`src/rtl/simon_seg_capture.sv`:
```
// simon_seg_capture: receive side of the Simon two-digit multiplexed
// seven-segment bus. Synchronizes the pads, applies polarity, waits for each
// {select, segment} pattern to settle, then decodes it into a per-slot hex
// value with valid/blank flags, update/frame/error pulses.
module simon_seg_capture #(
  parameter logic [15:0] STABLE_CYCLES = 16'd4
) (
  input  logic       clk,
  input  logic       rst_n,
  input  logic [6:0] segments_in,
  input  logic [1:0] digits_in,
  input  logic       segments_invert,
  output logic [3:0] digit0,
  output logic [3:0] digit1,
  output logic       valid0,
  output logic       valid1,
  output logic       blank0,
  output logic       blank1,
  output logic       update,
  output logic       update_slot,
  output logic       frame,
  output logic       error
);

  localparam logic [1:0] ST_IDLE  = 2'd0;
  localparam logic [1:0] ST_SEEN0 = 2'd1;
  localparam logic [1:0] ST_SEEN1 = 2'd2;

  logic [6:0]  seg_s1, seg_s2;
  logic [1:0]  sel_s1, sel_s2;
  logic        inv_s1, inv_s2;

  logic [8:0]  cur_samp;
  logic [8:0]  prev_samp;
  logic [15:0] cnt;
  logic [15:0] cnt_next;
  logic        commit;

  logic [6:0]  seg;
  logic [1:0]  sel;
  logic [3:0]  dec_val;
  logic        dec_legal;
  logic        dec_blank;

  logic [1:0]  state;

  // Two-flop synchronizers on every pad, including the polarity strap
  always_ff @(posedge clk or negedge rst_n) begin
    if (!rst_n) begin
      seg_s1 <= '0;
      seg_s2 <= '0;
      sel_s1 <= '0;
      sel_s2 <= '0;
      inv_s1 <= 1'b0;
      inv_s2 <= 1'b0;
    end else begin
      seg_s1 <= segments_in;
      seg_s2 <= seg_s1;
      sel_s1 <= digits_in;
      sel_s2 <= sel_s1;
      inv_s1 <= segments_invert;
      inv_s2 <= inv_s1;
    end
  end

  // Polarity-corrected sample; an invert toggle flips all nine bits
  assign cur_samp = {sel_s2 ^ {2{inv_s2}}, seg_s2 ^ {7{inv_s2}}};
  assign seg      = cur_samp[6:0];
  assign sel      = cur_samp[8:7];

  // Next stability count; commit is flagged on the edge that reaches the
  // threshold so the registered outputs land on that same edge
  always_comb begin
    cnt_next = cnt;
    if (cur_samp != prev_samp) begin
      cnt_next = 16'd1;
    end else if (cnt != STABLE_CYCLES) begin
      cnt_next = cnt + 16'd1;
    end
    commit = (cnt_next == STABLE_CYCLES) && (cnt != STABLE_CYCLES);
  end

  // Stability filter state: previous sample and saturating run counter
  always_ff @(posedge clk or negedge rst_n) begin
    if (!rst_n) begin
      prev_samp <= '0;
      cnt       <= '0;
    end else begin
      prev_samp <= cur_samp;
      cnt       <= cnt_next;
    end
  end

  // Glyph decode, gfedcba ordering
  always_comb begin
    dec_val   = 4'h0;
    dec_legal = 1'b1;
    dec_blank = (seg == 7'h00);
    case (seg)
      7'h3F: dec_val = 4'h0;
      7'h06: dec_val = 4'h1;
      7'h5B: dec_val = 4'h2;
      7'h4F: dec_val = 4'h3;
      7'h66: dec_val = 4'h4;
      7'h6D: dec_val = 4'h5;
      7'h7D: dec_val = 4'h6;
      7'h07: dec_val = 4'h7;
      7'h7F: dec_val = 4'h8;
      7'h6F: dec_val = 4'h9;
      7'h77: dec_val = 4'hA;
      7'h7C: dec_val = 4'hB;
      7'h39: dec_val = 4'hC;
      7'h5E: dec_val = 4'hD;
      7'h79: dec_val = 4'hE;
      7'h71: dec_val = 4'hF;
      default: dec_legal = 1'b0;
    endcase
  end

  // Commit: write the selected slot, raise pulses, advance the frame tracker
  always_ff @(posedge clk or negedge rst_n) begin
    if (!rst_n) begin
      digit0      <= '0;
      digit1      <= '0;
      valid0      <= 1'b0;
      valid1      <= 1'b0;
      blank0      <= 1'b0;
      blank1      <= 1'b0;
      update      <= 1'b0;
      update_slot <= 1'b0;
      frame       <= 1'b0;
      error       <= 1'b0;
      state       <= ST_IDLE;
    end else begin
      update <= 1'b0;
      frame  <= 1'b0;
      error  <= 1'b0;
      if (commit) begin
        if (sel == 2'b11) begin
          error <= 1'b1;
        end else if (sel != 2'b00) begin
          update      <= 1'b1;
          update_slot <= sel[1];
          if (!dec_legal && !dec_blank) begin
            error <= 1'b1;
          end
          if (sel[1]) begin
            if (dec_legal) begin
              digit1 <= dec_val;
            end
            valid1 <= dec_legal;
            blank1 <= dec_blank;
          end else begin
            if (dec_legal) begin
              digit0 <= dec_val;
            end
            valid0 <= dec_legal;
            blank0 <= dec_blank;
          end
          case (state)
            ST_IDLE:  state <= sel[1] ? ST_SEEN1 : ST_SEEN0;
            ST_SEEN0: begin
              if (sel[1]) begin
                frame <= 1'b1;
                state <= ST_IDLE;
              end
            end
            ST_SEEN1: begin
              if (!sel[1]) begin
                frame <= 1'b1;
                state <= ST_IDLE;
              end
            end
            default:  state <= ST_IDLE;
          endcase
        end
      end
    end
  end

endmodule

```
`config.mk`:
```
export PLATFORM = sky130hd
export DESIGN_NAME = simon_seg_capture
export DESIGN_NICKNAME = d
export VERILOG_FILES = /design/src/rtl/simon_seg_capture.sv
export SDC_FILE = /design/constraint.sdc
export NUM_CORES = 1
export LEC_CHECK = 0
export ABC_AREA = 1
export CORE_MARGIN = 4
export CORE_UTILIZATION = 60
export CTS_CLUSTER_SIZE = 20
export DETAILED_ROUTE_END_ITERATION = 16
export PLACE_DENSITY = 0.83
export SKIP_CTS_REPAIR_TIMING = 1
export SYNTH_ARGS = -nofsm -noshare
export SYNTH_HDL_FRONTEND = slang
export SYNTH_SLANG_ARGS = --single-unit
export TNS_END_PERCENT = 50
```
`constraint.sdc`:
```
create_clock -name clk -period 6.6 [get_ports clk]
set_clock_uncertainty 0.05 [all_clocks]
set_input_delay 1.32 -clock clk [delete_from_list [all_inputs] [get_ports clk]]
set_output_delay 1.32 -clock clk [all_outputs]
set_load 0.1 [all_outputs]
```
**Yosys cells after proc, flatten, opt, wreduce, memory -nomap -nowiden**

Index checks and enable logic that the tools add are counted.

- Flip-flop bits (word level): 63
- Word-level logic and storage cells: 83
- Bits of input ports: 12
- Output and inout port bits: 16

- Bitwise logic cells: 4
- Equal/unequal tests: 24
- $add $sub $neg: 1
- Muxes and demuxes: 21
- Reductions and logical operators: 14

Operators with widths:

| operator | number |
|---|---|
| == test 7 bit, second input constant | 12 |
| case mux 4 bit (15 select lines) | 1 |
| two-way mux 16 bit | 2 |
| adder 16 x 1 -> 16 bit, second input constant | 1 |
| == test 16 x 3 -> 1 bit, second input constant | 1 |
| != test 16 x 3 -> 1 bit, second input constant | 1 |
| OR reduction 16 bit | 1 |
| AND reduction 5 bit | 3 |
| == test 7 x 3 -> 1 bit, second input constant | 2 |
| == test 7 x 6 -> 1 bit, second input constant | 2 |
| two-way mux 1 bit | 13 |
| != test 9 bit | 1 |
| AND reduction 4 bit | 2 |
| logical NOT 7 bit | 1 |
| XOR 7 bit | 1 |
| two-way mux 2 bit | 3 |
| case mux 2 bit (3 select lines) | 1 |
| == test 2 bit, second input constant | 2 |
| != test 2 bit, second input constant | 2 |
| AND reduction 3 bit | 1 |
| == test 2 x 1 -> 1 bit, second input constant | 1 |
| logical AND 1 bit | 2 |
| logical NOT 1 bit | 2 |
| logical NOT 2 bit | 1 |
| 4 further kinds | 5 |

**Depth between registers and ports, before layout**

Gate-level depths: netlist of run 1.

- Depth in word-level cells: 10
- Gate-level depth with buffers: 19
- Depth with buffers taken out: 17

**Worst setup path after synthesis of run 1**

No wires, ideal clock.

- Kind: register -> register
- From: reg inv_s2
- To: reg digit0[1]
- Data arrival time: 2.240 ns
- Library setup time: 0.067 ns
- Stages on the path, launching flop included: 13
- Buffers on the path: 2
- Required time: 6.483 ns
- Clock period less this slack: 2.357 ns
- Slack: 4.243 ns
- Path through: dfrtp_1 buf_6 inv_4 buf_6 nand2_1 nand2_1 inv_1 ha_1 nor2_1 nand3_4 nor2_4 nand2_1 nand2_1

- Longest elaborated chain between the ends: 6
- Elaborated cells on any way between the ends: 30
- Classes of those cells: 19 x eq/ne; 3 x mux; 4 x bitwise; 4 x reduce/logical

RTL lines:

| element | RTL line | text |
|---|---|---|
| from (decl) | 31 | `logic inv_s1, inv_s2;` |
| from (signal assigned) | 62 | `inv_s2 <= inv_s1;` |
| XOR 2 bit (*) | 67 | `assign cur_samp = {sel_s2 ^ {2{inv_s2}}, seg_s2 ^ {7{inv_s2}}};` |
| net sel[1] | 40 | `logic [1:0] sel;` |
| != test 9 bit | 75 | `if (cur_samp != prev_samp) begin` |
| two-way mux 16 bit | 75 |  |
| == test 16 x 3 -> 1 bit | 80 | `commit = (cnt_next == STABLE_CYCLES) && (cnt != STABLE_CYCLES);` |
| logical AND 1 bit | 80 |  |
| AND reduction 5 bit (no line) (*) | n/a |  |
| to (signal assigned) | 155 | `digit0 <= dec_val;` |
| to (decl) | 13 | `output logic [3:0] digit0,` |

The timed path passes the listed nets; every way through them passes the cells marked *.
A chain may end at the register's enable or synchronous reset.

**Final worst setup path of run 1**

- From: reg blank0
- To: out blank0

RTL lines:

| element | RTL line | text |
|---|---|---|
| from (decl) | 17 | `output logic blank0,` |
| from (signal assigned) | 158 | `blank0 <= dec_blank;` |

No word-level cell between the ends.

==> metrics, run 1 <==
Synth-to-Final Area Change 14.5%; Critical Path Source blank0; Finished Cell Area around 4100 sq um; die height about 86 um; Residual DRC 0; Tcrit/Tclk final 48.8%; Synth area leader dfrtp_1; largest family of logic cells by synthesized area simple AND/OR/NAND/NOR gates; Peak VDD IR 151 uV; Core Area 5890 sq um; GPL Wtd Cong 0.998; gr ovfl total 0; initial antenna violation count 0; GRT busiest layer met2; initial DRC count 160; Post-Route WL 8110 um; pin count of the biggest net entering global routing 64; Yosys warnings 0; Placed Cells 599; GRT Resource Usage Total between 20% and 30%; DR WL/cell 13.2 um; synthesis-stage register bit count 63; final hold violations 0; compound-cell area share of the yosys netlist 3.77%; syn_nets 517; critical path launch point type flip-flop; Detail Route Antenna Nets 0; total I/O pin count 28; clock sink count 63; Worst-Skew Late Latency around 0.34 ns; sequential area share after synthesis between 40% and 50%; 1st-pass router iterations 6; Crit path arrival time 1.85 ns; Crit Path Class reg -> out; Ant. Diodes 0; pwr/cell area 200 nW/um^2; layout cells sized above 1 7.78%; vias 3257; setup violators final 0; Final Power 827 uW; worst setup margin ~3.4 ns; CP Max Fanout 2; RR Startpoint inv_s2; Sw Share 26.8%; simple-gate share of the synthesized area 38.8%; CTS root buf clkbuf_8; Final Max Tran Viols 0; Rows 28; Lkg Pwr 2.23 nW; clock network power share between 40% and 50%; Bufs on Longest Clock Path 2; worst slew pin tran between 0.9 and 1 ns; synth top area cells dfrtp_1 44%, nand2_1 16%, nand3_1 7.3%; M2 GR Usage 38.0%; vias in the first global route 3138; Synth Area in XOR/XNOR 3.15%; Core Util, Final 70.4%; M3 GR Usage 5.48%; worst hold path type reg -> reg; Adder-Cell Fraction of Synth Area roughly 1.4%; Sequential Power Share a little under 50%; crit path buf inv count 1; crit-path cells clkdlybuf4s50_1; Clock H-tree levels 3; WHS 0.300 ns; status finished clean; power share of the combinational group 9.0%; # fillers 483; Switch Pwr about 220 uW; GRT met1 Usage between 30% and 40%; Slowest Stage Delay on Critical Path roughly 1.1 ns; mux cell area share after synthesis 0%; top_reg_cell synth dfrtp_1; Tmin final 3.22 ns; Mean Syn Cell Area 7.22 sq um; Fmax achieved just over 300 MHz; sequential cell area 1580 sq um; Port-buffer cells 27; CTS tree yes; setup tns final 0 ns; post-synth cell types 33; WP data required 5.23 ns; Initial Utilization 61.5%; drt via density 5.30; die area 7340 sq um; Crit-path slowest cell clkdlybuf4s50_1; Mapped Cells 501; Multi-input gate area 1710 sq um; HPWL after DPL approximately 6000 um; Pint 605 uW; Post-DP Area 3940 sq um; first-pass GRT wire length 13900 um; Synth top area share between 40% and 50%; clk slew on worst S/H paths roughly 0.08 ns; Post-Layout Cell Count ~620; Max-cap violations 0; pre-CTS WS 3.69 ns; Synth async-reset ratio 100%; hold wc startpoint seg_s1[5]; CP Capture Type output port; RSZ-0062 raised after global routing no; Post-synth EDFFs 0; critical path's top delay family buffers and inverters; Mapped Area 3620 sq um; Slew headroom 35.0%; Chip Width ~86 um; final layout net count around 550; CTS Buf Count 9
layer usage:
metal	vias to the layer above	wire, um
met5	-	0
met4	0	202
met3	23	558
met2	124	3700
met1	1484	3650
li1	1626	-
synth_stat cells, types with 2 or more instances:
cell / number
nand2_1: 157
nor2_1: 69
xor2_1: 10
inv_2: 4
nand3_2: 2
nor2_2: 3
nand4_1: 8
o21ai_0: 13
nand3_4: 2
clkinv_1: 2
nand4_2: 2
xnor2_1: 3
buf_6: 3
a21oi_1: 4
inv_1: 70
nor3_1: 3
nand3b_1: 3
nand2_2: 6
dfrtp_1: 63
nor2_4: 3
o21ai_1: 4
nand3_1: 53
ha_1: 4
path summary, 6_finish.rpt:
check	cells after the start	slack (ns)	endpoint
worst max-delay path	1	3.38	blank0
worst min-delay path	0	0.30	seg_s2[5]
worst max register to register	10	3.55	digit0[0]
worst min register to register	0	0.30	seg_s2[5]
max in group asynchronous	2	4.91	prev_samp[7]
min in group asynchronous	2	1.09	seg_s1[4]
power groups by stage:
stage	sequential [mW]	clock (mW)	combinational, mW
floorplan	0.408	0	0.0505
finish	0.403	0.349	0.0749
global route	0.405	0.370	0.0853
detailed placement	0.411	0	0.0739
CTS	0.403	0.354	0.0749
global placement	0.410	0	0.0726
state kept, by name, summed over array words and instances (netlist names), 2 cells and up:
name       cells
cnt           16
digit0         4
digit1         4
prev_samp      9
seg_s1         7
seg_s2         7
sel_s1         2
sel_s2         2
state          2
cells in the final DEF (no fill, tap or decap), drive strengths merged:
master / count
nor3b: 1
dfrtp: 63
nand4: 10
nand2: 163
bufinv: 1
clkdlybuf4s50: 26
o211ai: 1
nor2: 76
nand3: 57
nor2b: 1
o21bai: 1
ha: 4
clkinv: 3
clkinvlp: 2
a2111oi: 1
o21a: 1
buf: 2
xor2: 10
a21oi: 4
clkbuf: 10
o21ai: 17
nand3b: 3
inv: 77
xnor2: 3
nor3: 3
cells by family (layout without fill, tap and decap cells):
group,after synthesis,in the layout
AND/OR/NAND/NOR,314,314
buffers and inverters,82,121
flip-flops,63,63
AO/OA/AOI/OAI,25,25
XOR/XNOR,13,13
adder cells (fa/ha/maj),4,4
area by class of cell:
cell class	count	area share, %
Sequential cell	63	38.0
Tap cell	75	2.26
Inverter	77	7.03
Clock buffer	10	3.32
Clock inverter	6	1.63
Multi-Input combinational cell	356	41.1
Timing Repair Buffer	28	6.58
Power figures use the tool's default switching activity.
==> run 2, diff against run 1 <==
CORE_UTILIZATION = 53   (was 60)
PLACE_DENSITY = 0.77   (was 0.83)
clock period = 2.7 ns   (was 6.6 ns; I/O delays follow)
==> run 2 against run 1 <==
Effect of this change:
- combinational power rose to 2.6 times the previous value
- setup slack worse by 3.2 ns
- core utilization down 5.1 points
- non-clock buffer count up 13
- flip-flop and latch count unchanged
- critical path type is now reg -> reg
- critical endpoint is now digit1[0]
- largest cell class unchanged
- highest routed layer unchanged
==> metrics, run 2 (synthesis results as in run 1) <==
status finished clean (unchanged); Peak VDD IR 339 uV (was 151 uV); most frequent cells in the layout 156 x nand2_1, 70 x inv_1, 69 x nor2_1 (was 157 x nand2_1, 70 x inv_1, 69 x nor2_1); worst hold path type in -> async (was reg -> reg); 1st-pass router iterations 5 (was 6); Slowest Stage Delay on Critical Path 0.47 ns (was 1.14 ns); CP Max Fanout 15 (was 2); GRT Resource Usage Total 22.4% (was 24.1%); WP data required 2.88 ns (was 5.23 ns); Max-cap violations 0 (unchanged); Fmax achieved around 400 MHz; Clock H-tree levels 3 (unchanged); Bufs on Longest Clock Path 2 (unchanged); vias 3366 (was 3257); setup violators final 0 (unchanged); Chip Width 90.6 um (was 85.7 um); final layout net count 564 (was 551); CP Capture Type flip-flop (was output port); final hold violations 0 (unchanged); die area 8220 sq um (was 7340 sq um); total I/O pin count 28 (unchanged); Slew headroom 71.7% (was 35.0%); initial antenna violation count 0 (unchanged); critical path's most frequent cell nand2_1; Tmin final 2.50 ns; CTS root buf clkbuf_8 (unchanged); pin count of the biggest net entering global routing 64 (unchanged); vias in the first global route 3291 (was 3138); DR WL/cell 13.8 um (was 13.2 um); pwr/cell area 493 nW/um^2 (was 200 nW/um^2); Crit Path Class reg -> reg (was reg -> out); GPL Wtd Cong 1.02 (was 0.998); Residual DRC 0 (unchanged); critical path's top delay family simple AND/OR/NAND/NOR gates (was buffers and inverters); CTS tree yes (unchanged); layout cells sized above 1 13.6% (was 7.78%); critical path launch point type flip-flop (unchanged); worst slew pin tran 0.413 ns (was 0.972 ns); Tcrit/Tclk final 92.5%; first-pass GRT wire length 14900 um (was 13900 um); drt via density 5.34 (was 5.30); most common cell after layout, fill and taps aside nand2_1 (unchanged); Biggest register cnt (unchanged); Port-buffer cells 27 (unchanged); Crit path arrival time 2.68 ns (was 1.85 ns); pre-CTS WS 0.0394 ns (was 3.69 ns); Rows 29 (was 28); Final Max Tran Viols 0 (unchanged); clock sink count 63 (unchanged); setup tns final 0 ns (unchanged); Initial Utilization 55.7% (was 61.5%); Crit-path slowest cell dfrtp_2 (was clkdlybuf4s50_1); Placed Cells 608 (was 599); Post-Layout Cell Count 630 (was 615); initial DRC count 259 (was 160); Detail Route Antenna Nets 0 (unchanged); worst setup margin 0.203 ns (was 3.38 ns); gr ovfl total 0 (unchanged); crit-path cells inv_6 -> nand2_1 -> nand2_1 -> nand2_1 -> nand2_1 -> nor2_1 -> nand3_1 -> nor2_4 -> buf_4 -> nand2_1 -> nand2_1 -> nor2_1 -> nand3_4 -> nor2_8 -> nand4_2 -> nand2_1 -> nand2_1 (was clkdlybuf4s50_1); Synth-to-Final Area Change 17.2% (was 14.5%); Largest regs cnt (16), prev_samp (9) (unchanged); Post-Route WL 8720 um (was 8110 um); # fillers 567 (was 483); RSZ-0062 raised after global routing no (unchanged); Ant. Diodes 0 (unchanged); Finished Cell Area 4240 sq um (was 4150 sq um); Lkg Pwr 2.34 nW (was 2.23 nW); die height 90.6 um (was 85.7 um); crit path buf inv count 2 (was 1); CTS Buf Count 9 (unchanged); max reg flops 16 (unchanged); Core Area 6490 sq um (was 5890 sq um); Worst-Skew Late Latency 0.35 ns (was 0.34 ns); HPWL after DPL 6370 um (was 6110 um); Post-DP Area 3970 sq um (was 3940 sq um); clk slew on worst S/H paths 0.07 ns (was 0.08 ns)
==> run 2: stage by stage <==
stage	power (mW)	utilization [%]	hold slack [ns]
after floorplan	1.12	-	0.194
after global placement	1.19	61.1	0.282
after detailed placement	1.19	61.1	0.286
after CTS	2.10	64.5	0.150
after global routing	2.18	65.3	0.150
final	2.09	65.3	0.132
==> run 2: final cells by class <==
class,count,area (sq um),share of cell area [%]
well taps,77,96.3,2.27
flip-flops and latches,63,1580,37.2
inverters,77,294,6.93
clock buffers,9,124,2.92
clock inverters,7,97.6,2.30
multi-input cells,356,1710,40.3
repair buffers,41,340,8.02
==> run 2: final timing paths <==
| check | from | to | slack [ns] | cells after the start |
|---|---|---|---|---|
| max | inv_s2 | digit1[0] | 0.20 | 17 |
| min in group clk | seg_s1[3] | seg_s2[3] | 0.30 | 0 |
| max reg2reg | inv_s2 | digit1[0] | 0.20 | 17 |
| min | rst_n | cnt[5] | 0.13 | 2 |
| min reg2reg | seg_s1[3] | seg_s2[3] | 0.30 | 0 |
| max in group asynchronous | rst_n | inv_s2 | 2.17 | 2 |
==> run 2: worst register-to-register path, cell delays in order, from the launching register on <==
cell and delay [ns]:
dfrtp_2 0.47, inv_6 0.14, nand2_1 0.08, nand2_1 0.12, nand2_1 0.10, nand2_1 0.08, nor2_1 0.04, nand3_1 0.12
nor2_4 0.08, buf_4 0.17, nand2_1 0.08, nand2_1 0.05, nor2_1 0.17, nand3_4 0.13, nor2_8 0.18, nand4_2 0.18
nand2_1 0.10, nand2_1 0.05
==> run 2: where the power goes <==
group          leakage (nW)  switching (mW)  total, mW  internal [mW]
logic                  1.42           0.131      0.195         0.0647
registers             0.807          0.0171      0.986          0.969
clock network         0.105           0.388      0.909          0.520
total                  2.34           0.536       2.09           1.55
==> run 2: metal layers <==
metal	track usage [%]	up-vias	share of wire [%]
li1	-	1655	-
met1	28.9	1572	44
met2	36.1	111	48
met3	6.00	28	5.3
met4	8.29	0	2.4
met5	0	-	0
==> run 3, diff against run 2 <==
ABC_AREA = default   (was 1)
PLACE_DENSITY = 0.78   (was 0.77)
==> run 3 against run 2 <==
Effect of this change:
- the run now ends with negative setup slack left
- fmax shrank 12%
- via count is 14% lower
- die area down 3.9%
- critical path depth decreased by 9
==> metrics, run 3 <==
CTS Buf Count 9 (unchanged); CTS root buf clkbuf_8 (unchanged); post-synth cell types 59 (was 33); critical path launch point type flip-flop (unchanged); Crit path arrival time 3.01 ns (was 2.68 ns); Port-buffer cells 27 (unchanged); setup violators final 12 (was 0); Worst-Skew Late Latency 0.34 ns (was 0.35 ns); Initial Utilization 54.6% (was 55.7%); Biggest register cnt (unchanged); vias 2895 (was 3366); WHS 0.297 ns (was 0.132 ns); gr ovfl total 0 (unchanged); Post-Layout Cell Count 502 (was 630); worst hold path type reg -> reg (was in -> async); Chip Width 88.9 um (was 90.6 um); Mapped Cells 363 (was 501); crit path buf inv count 0 (was 2); Finished Cell Area 4240 sq um (about the same); worst slew pin tran 0.778 ns (was 0.413 ns); status complete, but fails checks (was finished clean); synth top area cells dfrtp_1 46%, xnor2_1 4.8%, nor2_1 4.0% (was dfrtp_1 44%, nand2_1 16%, nand3_1 7.3%); # fillers 505 (was 567); DR WL/cell 15.6 um (was 13.8 um); CTS tree yes (unchanged); die height 88.9 um (was 90.6 um); CP Max Fanout 3 (was 15); Max-cap violations 0 (unchanged); Synth top area share 45.5% (was 43.6%); top-count cell post-synth dfrtp_1 (was nand2_1); pwr/cell area 450 nW/um^2 (was 493 nW/um^2); Detail Route Antenna Nets 0 (unchanged); top_reg_cell synth dfrtp_1 (unchanged); failing checks negative setup slack; crit-path cells ha_2 -> xor2_1 -> or4_1 -> a2111o_1 -> nor4b_4 -> nand4_1 -> a21oi_2 -> mux2_4 (was inv_6 -> nand2_1 -> nand2_1 -> nand2_1 -> nand2_1 -> nor2_1 -> nand3_1 -> nor2_4 -> buf_4 -> nand2_1 -> nand2_1 -> nor2_1 -> nand3_4 -> nor2_8 -> nand4_2 -> nand2_1 -> nand2_1); Peak VDD IR 330 uV (was 339 uV); simple-gate share of the synthesized area 23.1% (was 38.8%); clock sink count 63 (unchanged); most common cell after layout, fill and taps aside dfrtp_1 (was nand2_1); drt via density 5.77 (was 5.34); worst setup margin -0.141 ns (was 0.203 ns); final layout net count 437 (was 564); compound-cell area share of the yosys netlist 12.3% (was 3.77%); total I/O pin count 28 (unchanged); Mapped Area 3460 sq um (was 3620 sq um); first-pass GRT wire length 13200 um (was 14900 um); Rows 29 (unchanged); Placed Cells 486 (was 608); die area 7890 sq um (was 8220 sq um); WP data required 2.87 ns (was 2.88 ns); Crit Path Class reg -> reg (unchanged); final hold violations 0 (unchanged); pin count of the biggest net entering global routing 64 (unchanged); Largest regs cnt (16), prev_samp (9) (unchanged); Adder-Cell Fraction of Synth Area 1.44% (was 1.38%); Synth area leader dfrtp_1 (unchanged); layout cells sized above 1 23.5% (was 13.6%); RSZ-0062 raised after global routing yes (was no); initial antenna violation count 0 (unchanged); CP Capture Type flip-flop (unchanged); 1st-pass router iterations 4 (was 5); Mean Syn Cell Area 9.54 sq um (was 7.22 sq um); Crit-path slowest cell a2111o_1 (was dfrtp_2); pre-CTS WS -0.0387 ns (was 0.0394 ns); Slew headroom 48.2% (was 71.7%); Post-Route WL 7820 um (was 8720 um); Synth top cells by count 63 x dfrtp_1, 37 x nor2_1, 20 x inv_1, 19 x xnor2_1 (was 157 x nand2_1, 70 x inv_1, 69 x nor2_1, 63 x dfrtp_1, 53 x nand3_1); critical path's top delay family simple AND/OR/NAND/NOR gates (unchanged); GPL Wtd Cong 0.912 (was 1.02); Tcrit/Tclk final 105% (was 92.5%); Clock H-tree levels 3 (unchanged); HPWL after DPL 5540 um (was 6370 um); largest family of logic cells by synthesized area simple AND/OR/NAND/NOR gates (unchanged); Yosys warnings 0 (unchanged); Tmin final 2.84 ns (was 2.50 ns); Post-DP Area 4010 sq um (was 3970 sq um); most frequent cells in the layout 63 x dfrtp_1, 59 x buf_4, 37 x nor2_1 (was 156 x nand2_1, 70 x inv_1, 69 x nor2_1); Residual DRC 0 (unchanged); Ant. Diodes 0 (unchanged); Post-synth EDFFs 0 (unchanged); Synth-to-Final Area Change 22.5% (was 17.2%); Final Max Tran Viols 0 (unchanged); Synth Area in XOR/XNOR 8.60% (was 3.15%); Slowest Stage Delay on Critical Path 0.43 ns (was 0.47 ns); GRT Resource Usage Total 21.7% (was 22.4%); setup tns final -0.701 ns (was 0 ns); Bufs on Longest Clock Path 2 (unchanged); Lkg Pwr 1.85 nW (was 2.34 nW); syn_nets 379 (was 517); synthesis-stage register bit count 63 (unchanged); max reg flops 16 (unchanged); Core Area 6350 sq um (was 6490 sq um); Synth async-reset ratio 100% (unchanged); initial DRC count 143 (was 259); mux cell area share after synthesis 3.61% (was 0%); Fmax achieved 352 MHz (was 400 MHz); clk slew on worst S/H paths 0.07 ns (about the same); vias in the first global route 2889 (was 3291); Final Power 1.91 mW (was 2.09 mW); Core Util, Final 66.8% (was 65.3%); sequential area share after synthesis 45.5% (was 43.6%)
==> run 3: cell types whose count changed in the layout (fill, tap and decap cells not counted), sizes merged, moves of 6 or more <==
cell	before	now
nand3	57	17
nor2	76	37
nand2b	0	10
nor4	0	6
inv	75	20
and3	0	7
mux2i	0	8
buf	30	62
nor3	3	16
nand2	163	13
xnor2	3	19
==> run 3: final timing paths <==
check / depth (start not counted) / slack [ns] / end / startpoint
worst max-delay path: 8 / -0.14 / digit1[3] / cnt[0]
worst min-delay path: 0 / 0.30 / inv_s2 / inv_s1
worst max register to register: 8 / -0.14 / digit1[3] / cnt[0]
worst min register to register: 0 / 0.30 / inv_s2 / inv_s1
max in group asynchronous: 2 / 1.78 / prev_samp[8] / rst_n
min in group asynchronous: 2 / 0.32 / cnt[5] / rst_n
==> run 3: cells by family (layout without fill, tap and decap cells) <==
family,Yosys count,after routing
fa+ha+maj,4,4
simple gates,144,144
compound gates,60,60
mux,12,12
xor+xnor,34,34
buf+inv,46,108
flops,63,63
==> run 3: area by class of cell <==
class	instances	area, sq um	share of cell area [%]
clock buffers	11	141	3.33
clock inverters	4	22.5	0.531
multi-input cells	254	1760	41.4
repair buffers	72	571	13.4
well taps	77	96.3	2.27
inverters	21	78.8	1.86
flip-flops and latches	63	1580	37.2
==> run 3: where the power goes <==
part	switching, mW	internal (mW)	total, mW
combinational	0.122	0.0895	0.211
sequential	0.0219	0.972	0.994
clock	0.358	0.348	0.706
total	0.501	1.41	1.91
==> run 3: routing by layer <==
metal | GRT usage, % | up-vias | part of all wire [%]
li1 | - | 1412 | -
met1 | 26.6 | 1401 | 44
met2 | 37.1 | 65 | 50
met3 | 4.84 | 17 | 3.9
met4 | 8.52 | 0 | 2.1
met5 | 0 | - | 0
